<file path="config.mk">
export PLATFORM = sky130hd
export DESIGN_NAME = instr_loader
export DESIGN_NICKNAME = d
export VERILOG_FILES = /design/src/rtl/mips_pkg.sv /design/src/rtl/instr_encoder.sv /design/src/rtl/instr_loader.sv
export SDC_FILE = /design/constraint.sdc
export NUM_CORES = 1
export LEC_CHECK = 0
export CAP_MARGIN = 0
export CORE_UTILIZATION = 45
export CTS_CLUSTER_SIZE = 30
export DETAILED_ROUTE_END_ITERATION = 10
export PLACE_DENSITY = 0.8
export SYNTH_ARGS = -nofsm -noshare
export SYNTH_HDL_FRONTEND = slang
export SYNTH_HIERARCHICAL = 1
export SYNTH_SLANG_ARGS = --single-unit
</file>
<file path="constraint.sdc">
create_clock -name i_clk -period 2 [get_ports i_clk]
set_input_delay 0.2 -clock i_clk [delete_from_list [all_inputs] [get_ports i_clk]]
set_output_delay 0.2 -clock i_clk [all_outputs]
set_load 0.03 [all_outputs]
</file>
<file path="src/rtl/mips_pkg.sv">
// Shared MIPS encoding constants plus the loader's op-select and FSM enums.
// Used by instr_encoder and instr_loader (optional LOADER_CHECKSUM_EN lives in the top).
package mips_pkg;

    localparam logic [5:0] OP_RTYPE = 6'b000000;
    localparam logic [5:0] OP_BEQ   = 6'b000100;
    localparam logic [5:0] OP_SW    = 6'b101011;
    localparam logic [5:0] OP_LW    = 6'b100011;
    localparam logic [5:0] OP_ADDI  = 6'b001000;
    localparam logic [5:0] OP_ADDIU = 6'b001001;
    localparam logic [5:0] OP_J     = 6'b000010;

    localparam logic [5:0] FN_ADD   = 6'b100000;
    localparam logic [5:0] FN_ADDU  = 6'b100001;
    localparam logic [5:0] FN_SUB   = 6'b100010;
    localparam logic [5:0] FN_SUBU  = 6'b100011;
    localparam logic [5:0] FN_AND   = 6'b100100;
    localparam logic [5:0] FN_OR    = 6'b100101;

    // Host-facing op select; codes 12-15 are deliberately left unnamed (illegal).
    typedef enum logic [3:0] {
        SEL_ADD   = 4'd0,
        SEL_SUB   = 4'd1,
        SEL_AND   = 4'd2,
        SEL_OR    = 4'd3,
        SEL_ADDU  = 4'd4,
        SEL_SUBU  = 4'd5,
        SEL_BEQ   = 4'd6,
        SEL_SW    = 4'd7,
        SEL_LW    = 4'd8,
        SEL_ADDI  = 4'd9,
        SEL_ADDIU = 4'd10,
        SEL_J     = 4'd11
    } op_sel_e;

    typedef enum logic [1:0] {
        ST_IDLE  = 2'd0,
        ST_LOAD  = 2'd1,
        ST_FLUSH = 2'd2,
        ST_DONE  = 2'd3
    } ld_state_e;

    function automatic logic [31:0] rtype_word(input logic [4:0] rs, input logic [4:0] rt,
                                               input logic [4:0] rd, input logic [5:0] fn);
        return {OP_RTYPE, rs, rt, rd, 5'd0, fn};
    endfunction

    function automatic logic [31:0] itype_word(input logic [5:0] op, input logic [4:0] rs,
                                               input logic [4:0] rt, input logic [15:0] imm);
        return {op, rs, rt, imm};
    endfunction

endpackage

</file>
<file path="src/rtl/instr_encoder.sv">
// Combinational op-select to 32-bit MIPS word encoder with illegal-op flag.
// No dependence on LOADER_CHECKSUM_EN.
module instr_encoder
    import mips_pkg::*;
(
    input  logic [3:0]  i_op,
    input  logic [4:0]  i_rs,
    input  logic [4:0]  i_rt,
    input  logic [4:0]  i_rd,
    input  logic [25:0] i_imm,
    output logic [31:0] o_word,
    output logic        o_illegal
);

    always_comb begin
        o_word    = 32'd0;
        o_illegal = 1'b0;
        case (i_op)
            SEL_ADD:   o_word = rtype_word(i_rs, i_rt, i_rd, FN_ADD);
            SEL_SUB:   o_word = rtype_word(i_rs, i_rt, i_rd, FN_SUB);
            SEL_AND:   o_word = rtype_word(i_rs, i_rt, i_rd, FN_AND);
            SEL_OR:    o_word = rtype_word(i_rs, i_rt, i_rd, FN_OR);
            SEL_ADDU:  o_word = rtype_word(i_rs, i_rt, i_rd, FN_ADDU);
            SEL_SUBU:  o_word = rtype_word(i_rs, i_rt, i_rd, FN_SUBU);
            SEL_BEQ:   o_word = itype_word(OP_BEQ,   i_rs, i_rt, i_imm[15:0]);
            SEL_SW:    o_word = itype_word(OP_SW,    i_rs, i_rt, i_imm[15:0]);
            SEL_LW:    o_word = itype_word(OP_LW,    i_rs, i_rt, i_imm[15:0]);
            SEL_ADDI:  o_word = itype_word(OP_ADDI,  i_rs, i_rt, i_imm[15:0]);
            SEL_ADDIU: o_word = itype_word(OP_ADDIU, i_rs, i_rt, i_imm[15:0]);
            SEL_J:     o_word = {OP_J, i_imm};
            default:   o_illegal = 1'b1;
        endcase
    end

endmodule

</file>
<file path="src/rtl/instr_loader.sv">
// Streams encoded instructions into instruction memory and holds the CPU until done.
// Define LOADER_CHECKSUM_EN to add o_checksum (running XOR of written words).
//
// state    | meaning
// ST_IDLE  | after reset, waiting for i_start, CPU held
// ST_LOAD  | accepting requests, one registered write per accept
// ST_FLUSH | final registered write retiring
// ST_DONE  | session complete, CPU released, waiting for i_start
module instr_loader
    import mips_pkg::*;
#(
    parameter int ADDR_W    = 8,
    parameter int BASE_ADDR = 0,
    parameter int DEPTH     = 256
) (
    input  logic              i_clk,
    input  logic              i_rst,
    input  logic              i_start,
    input  logic              i_valid,
    output logic              o_ready,
    input  logic [3:0]        i_op,
    input  logic [4:0]        i_rs,
    input  logic [4:0]        i_rt,
    input  logic [4:0]        i_rd,
    input  logic [25:0]       i_imm,
    input  logic              i_last,
    output logic              o_memWe,
    output logic [ADDR_W-1:0] o_memAddr,
    output logic [31:0]       o_memData,
    output logic              o_cpuHold,
    output logic              o_done,
    output logic              o_full,
    output logic              o_err
`ifdef LOADER_CHECKSUM_EN
    ,
    output logic [31:0]       o_checksum
`endif
);

    localparam int CNT_W = $clog2(DEPTH + 1);

    ld_state_e         r_state;
    ld_state_e         w_next;
    logic [CNT_W-1:0]  r_cnt;
    logic              r_memWe;
    logic [ADDR_W-1:0] r_memAddr;
    logic [31:0]       r_memData;
    logic              r_full;
    logic              r_err;
    logic [31:0]       w_word;
    logic              w_illegal;
    logic              w_ready;
    logic              w_accept;
    logic              w_start_ok;
    logic              w_last_slot;
    logic [ADDR_W-1:0] w_addr;

    instr_encoder u_enc (
        .i_op      (i_op),
        .i_rs      (i_rs),
        .i_rt      (i_rt),
        .i_rd      (i_rd),
        .i_imm     (i_imm),
        .o_word    (w_word),
        .o_illegal (w_illegal)
    );

    // Counter holds words written this session; address is offset from BASE_ADDR.
    assign w_addr      = ADDR_W'(BASE_ADDR) + ADDR_W'(r_cnt);
    assign w_last_slot = (r_cnt == CNT_W'(DEPTH - 1));

    always_comb begin
        w_next     = r_state;
        w_ready    = 1'b0;
        w_accept   = 1'b0;
        w_start_ok = 1'b0;
        o_done     = 1'b0;
        o_cpuHold  = 1'b1;
        case (r_state)
            ST_IDLE: begin
                w_start_ok = i_start;
                if (i_start) w_next = ST_LOAD;
            end
            ST_LOAD: begin
                w_ready  = !r_full;
                w_accept = i_valid && !r_full;
                if (w_accept && (i_last || (!w_illegal && w_last_slot)))
                    w_next = ST_FLUSH;
            end
            ST_FLUSH: w_next = ST_DONE;
            ST_DONE: begin
                o_done     = 1'b1;
                o_cpuHold  = 1'b0;
                w_start_ok = i_start;
                if (i_start) w_next = ST_LOAD;
            end
            default: w_next = ST_IDLE;
        endcase
    end

    always_ff @(posedge i_clk) begin
        if (i_rst) begin
            r_state   <= ST_IDLE;
            r_cnt     <= '0;
            r_memWe   <= 1'b0;
            r_memAddr <= ADDR_W'(BASE_ADDR);
            r_memData <= 32'd0;
            r_full    <= 1'b0;
            r_err     <= 1'b0;
        end else begin
            r_state <= w_next;
            r_memWe <= 1'b0;
            if (w_start_ok) begin
                r_cnt  <= '0;
                r_full <= 1'b0;
                r_err  <= 1'b0;
            end else if (w_accept) begin
                if (w_illegal) begin
                    r_err <= 1'b1;
                end else begin
                    r_memWe   <= 1'b1;
                    r_memAddr <= w_addr;
                    r_memData <= w_word;
                    r_cnt     <= r_cnt + CNT_W'(1);
                    r_full    <= w_last_slot;
                end
            end
        end
    end

`ifdef LOADER_CHECKSUM_EN
    logic [31:0] r_checksum;

    always_ff @(posedge i_clk) begin
        if (i_rst) begin
            r_checksum <= 32'd0;
        end else if (w_start_ok) begin
            r_checksum <= 32'd0;
        end else if (w_accept && !w_illegal) begin
            r_checksum <= r_checksum ^ w_word;
        end
    end

    assign o_checksum = r_checksum;
`endif

    assign o_ready   = w_ready;
    assign o_memWe   = r_memWe;
    assign o_memAddr = r_memAddr;
    assign o_memData = r_memData;
    assign o_full    = r_full;
    assign o_err     = r_err;

endmodule
</file>
After elaboration in Yosys (flattened, before gate mapping)

Index checks and enable logic that the tools add are counted.

Bits in registers: 54
Word-level logic and storage cells: 53

$add $sub $neg: 1
Equal/unequal tests: 17
Multiplexer cells: 10
Bitwise operators: 3
Reduce and logical (&&, ||, !) cells: 15

Operator list:

| operator              | count |
|---|---|
| $pmux W32 S12         | 1 |
| $eq A4 B3 Y1 const B  | 4 |
| $eq A4 B4 Y1 const B  | 4 |
| $reduce_or A12 Y1     | 1 |
| $add A9 B1 Y9 const B | 1 |
| $eq A9 B8 Y1 const B  | 1 |
| $eq A4 B2 Y1 const B  | 2 |
| $mux W1               | 6 |
| $pmux W2 S3           | 1 |
| $reduce_and A2 Y1     | 3 |
| $eq A2 B2 Y1 const B  | 2 |
| $eq A4 B1 Y1 const B  | 1 |
| $logic_not A4 Y1      | 1 |
| $mux W2               | 2 |
| $reduce_or A2 Y1      | 2 |
| $logic_and A1 B1 Y1   | 3 |
| $not A1 Y1            | 3 |
| $reduce_and A3 Y1     | 1 |
| $reduce_or A3 Y1      | 1 |
| $eq A2 B1 Y1 const B  | 1 |
| $logic_not A2 Y1      | 1 |
| $ne A2 B1 Y1 const B  | 1 |
| $ne A2 B2 Y1 const B  | 1 |
| $logic_not A1 Y1      | 1 |
| $logic_or A1 B1 Y1    | 1 |

Depth between registers and ports, before layout

Word-level depth: 7
Gate-level depth with buffers: 8
Mapped depth without buffers: 7

By module

The synthesis kept the hierarchy.

By module, submodules not included:

| module        | times used | cells each | area an instance (µm²) | seq. area each (µm²) |
|---|---|---|---|---|
| instr_loader  | 1          | 265        | 2,208.4                | 1,081.0 |
| instr_encoder | 1          | 83         | 550.5                  | 0.0 |

Worst setup path after synthesis

No wires, ideal clock.

Path type: input -> register
Start: in i_op[3]
End: reg r_cnt[5]
Setup time: 0.070 ns
Arrival: 1.433 ns
Required time: 1.930 ns
Path slack: 0.496 ns
Cell stages on the path: 6
Cell sequence: buf_4 -> and2_1 -> nand4bb_1 -> buf_2 -> or4_1 -> a21oi_1

Longest elaborated chain between the ends: 3

RTL lines:

| item                                 | RTL line            | source |
|---|---|---|
| start: declaration                   | instr_loader.sv:21  | `input logic [3:0] i_op,` |
| $eq A4 B1 Y1 (tied with other cells) | instr_encoder.sv:18 | `case (i_op)` |
| $reduce_or A12 Y1 (no line) *        | n/a                 |  |
| $reduce_and A2 Y1 (no line) *        | n/a                 |  |
| end signal: assignment               | instr_loader.sv:124 | `r_cnt <= r_cnt + CNT_W'(1);` |
| end: declaration                     | instr_loader.sv:44  | `logic [CNT_W-1:0] r_cnt;` |

Every way passes the cells marked *; elsewhere a longest branch is shown, timed or not.
A chain may end at the register's enable or synchronous reset.

Worst setup path in the final report

Start: reg r_state[0]
End: out o_ready

Longest elaborated chain between the ends: 2

RTL lines:

| item                     | RTL line            | source |
|---|---|---|
| start: declaration       | instr_loader.sv:42  | `ld_state_e r_state;` |
| start signal: assignment | instr_loader.sv:111 | `r_state <= w_next;` |
| $eq A2 B1 Y1             | instr_loader.sv:79  | `case (r_state)` |
| $mux W1                  | instr_loader.sv:79  |  |
| end: declaration         | instr_loader.sv:20  | `output logic o_ready,` |

Every way passes these cells.

==> key figures <==
Timing
  • Final setup fails: 0
  • Fin. Hold Viols: 0
  • Fin. max-slew vios: 0
  • Sum Neg Setup Slack: 0 ns
  • Max Clk Rate: 552 MHz
  • Min Hold Slack: 0.339 ns
  • Final period utilization: 90.7%
  • Final Skew: 0.00489 ns
  • RSZ-0062 raised after global routing: no
  • Minimum clock period: 1.81 ns

Floorplan
  • IO Count: 96
  • Core Region: 5920 um^2
  • Initial Util: 46.6%
  • Row cnt: 28
  • Die Span X: 80.3 um
  • DIE HEIGHT: 80.3 um
  • Die area: 6450 um^2

Placement
  • GP Congestion: 0.821
  • Buffers on Ports: 95
  • Final HPWL DP: 5480 um

Clocking
  • Clock Tree Buf Depth: 2
  • Cts hold-fix bufs: 0
  • # clock sinks: 54
  • Number of CTS-inserted buffers: 5
  • Worst-Skew Late Latency: 0.31 ns
  • CTS tree: done
  • Clock Pin Slew Worst Setup and Hold Paths: 0.10 ns
  • H-tree depth: 2
  • Root buffer cell: clkbuf_8

Global routing
  • Initial antenna violation count: 0
  • Gr usage total: 24.9%
  • First-pass GRT wire length: 12,600 um
  • Largest net degree at the start of global routing: 29
  • Number of global-route vias before repair: 2,756
  • Overflow after GRT: 0

Power and ir drop
  • Internal power: 1840 uW
  • Reg power frac: 40.1%
  • Power Dens Cells: 760 nW/um^2
  • Sw Share: 37.7%
  • Net Sw Power: 1110 uW
  • Clock share of power: 21.6%
  • VDD IR max: 0.377 mV
  • Logic pwr share: 38.2%
  • Leakage: 0.00130 uW

Routing
  • DRC Markers: 0
  • Detailed Routing Iterations Pass 1: 4
  • Via Count: 2,955
  • Drt wl/cell: 15.2 um
  • Routed vias/inst: 5.82
  • Antenna Nets Post-Route: 0
  • WL final: 7700 um
  • Drt initial violations: 157

Critical path
  • Critical path buffer and inverter count: 1
  • R2r startpoint: r_state[0]
  • Crit. End Element: output pin
  • CP required: 1.80 ns
  • CP Launch Type: flop
  • Crit path kind: reg2out
  • CP peak stage delay: 0.40 ns
  • CP delay by family, top: buffers and inverters
  • Crit path from: r_state[0]
  • CP max stage cell: dlygate4sd2_1
  • CP max FO: 9
  • WP data arrival: 1.61 ns
  • Worst-path cell chain: ha_1 -> nor2b_1 -> dlygate4sd2_1

Finish
  • Filler cells: 531
  • Share of layout cells above drive strength 1: 6.70%
  • Area grow syn2layout: 41.0%
  • Inserted Diodes: 0
  • Utilization after layout: 65.7%
  • Final net count: 486

Logic synthesis
  • Syn Std Cell Area: 2760 um^2
  • Syn Nets: 402
  • Post-synth top area share: 39.2%
  • Yosys warns: 6
  • Post-synth top cells: dfxtp_1, o21ai_0, a21oi_1
  • Seq/Total Area, Yosys: 39.2%
  • Async SR Flop Fraction: 0%
  • Synthesized area per cell: 7.93 um^2
  • Cell accounting for the most synthesized area: dfxtp_1
  • Synth cell types: 41
  • Area contributors post-synth: dfxtp_1, o21ai_0, a21oi_1, nand3_1, o2bb2ai_1
  • Cells after synthesis: 348
  • Primary FF master, synth: dfxtp_1
  • Most frequent cell after synthesis: dfxtp_1
  • Number of synthesized register bits: 54
  • Post-synth EDFFs: 0

Hold path
  • Hold Crit Class: in2reg
  • Worst Hold Launch: i_rst

Flow run
  • Max-Cap Viols: 0

Status
  • Status: finished clean
==> final timing paths <==
check / depth (start not counted) / slack, ns / to
setup / recovery: 3 / 0.19 / o_ready
hold / removal: 2 / 0.34 / o_memData[13]
setup reg to reg: 5 / 0.24 / o_full
hold reg to reg: 2 / 0.48 / o_memData[17]
==> power by group through the flow <==
| stage | Clock [uW] | Combinational (uW) | Sequential (uW) |
|---|---|---|---|
| finish | 639 | 1130 | 1190 |
| global route | 689 | 1220 | 1190 |
| CTS | 655 | 1130 | 1190 |
| detailed placement | 0 | 1130 | 1210 |
| global placement | 0 | 1120 | 1210 |
| floorplan | 0 | 603 | 1300 |
==> stage by stage <==
stage,cell area [um^2],setup slack [ns],cells,power [uW]
after global placement,3800,0.0832,500,2330
after detailed placement,3800,0.0373,500,2340
final,3890,0.187,508,2960
after floorplan,2760,0.496,348,1900
after global routing,3890,0.0239,508,3110
after CTS,3890,0.178,508,2970
==> kinds of logic after synthesis <==
| group | after synthesis | share of synthesized area (%) |
|---|---|---|
| multiplexers | 5 | 1.81 |
| XOR/XNOR | 2 | 0.635 |
| flip-flops | 54 | 39.2 |
| buffers and inverters | 46 | 7.35 |
| adder cells (fa/ha/maj) | 4 | 1.81 |
| AND/OR/NAND/NOR | 92 | 17.9 |
| AO/OA/AOI/OAI | 144 | 31.2 |
| other | 1 | 0.136 |
==> cell type report <==
type                    count  area [um^2]  share of cell area [%]
clock buffers               5         68.8                    1.77
repair buffers            112         1080                    27.9
well taps                  75         93.8                    2.41
flip-flops and latches     54         1080                    27.8
inverters                  11         41.3                    1.06
multi-input cells         248         1500                    38.4
clock inverters             3         25.0                   0.643
==> routing by layer <==
metal / global-route usage (%) / wire [um] / up-vias
li1: - / - / 1436
met1: 28.6 / 3270 / 1429
met2: 45.3 / 3950 / 80
met3: 5.45 / 369 / 10
met4: 8.04 / 111 / 0
met5: 0 / 0 / -
==> worst register-to-register path: stages, from the launching register on <==
cell	delay, ns
dfxtp_1	0.37
ha_1	0.35
nand4bb_2	0.24
buf_4	0.28
nor3_1	0.30
a22o_1	0.17
==> placed cells by master, fill, tap and decap left out, types with 2 or more instances in the layout <==
cell type	n
clkdlybuf4s50_1	93
dfxtp_1	54
o21ai_0	49
a21oi_1	47
nand3_1	43
buf_4	16
a22oi_1	11
inv_1	10
and2_1	10
o2bb2ai_1	10
nand2_1	9
nand2b_1	7
nor2_1	6
o31ai_1	5
clkbuf_8	5
mux2i_1	5
a32oi_1	5
nor2b_1	4
or4_1	4
ha_1	4
nor3_1	3
o21ai_1	3
nand4_1	2
o21a_1	2
xnor2_1	2
a221oi_1	2
o32ai_1	2
a22o_1	2
o22ai_1	2
==> repair_timing <==
item	CTS	global route
endpoints found under the hold margin	0	0
resized for setup	1	0
buffers inserted	0	0
setup endpoints to repair	1	0
==> registers in the layout (all words and copies together), names as in the netlist <==
name	count
r_cnt	9
r_state	2
o_err	1
o_memAddr	8
o_full	1
o_memWe	1
o_memData	32
Note: power is estimated with default switching activity, not from simulation.
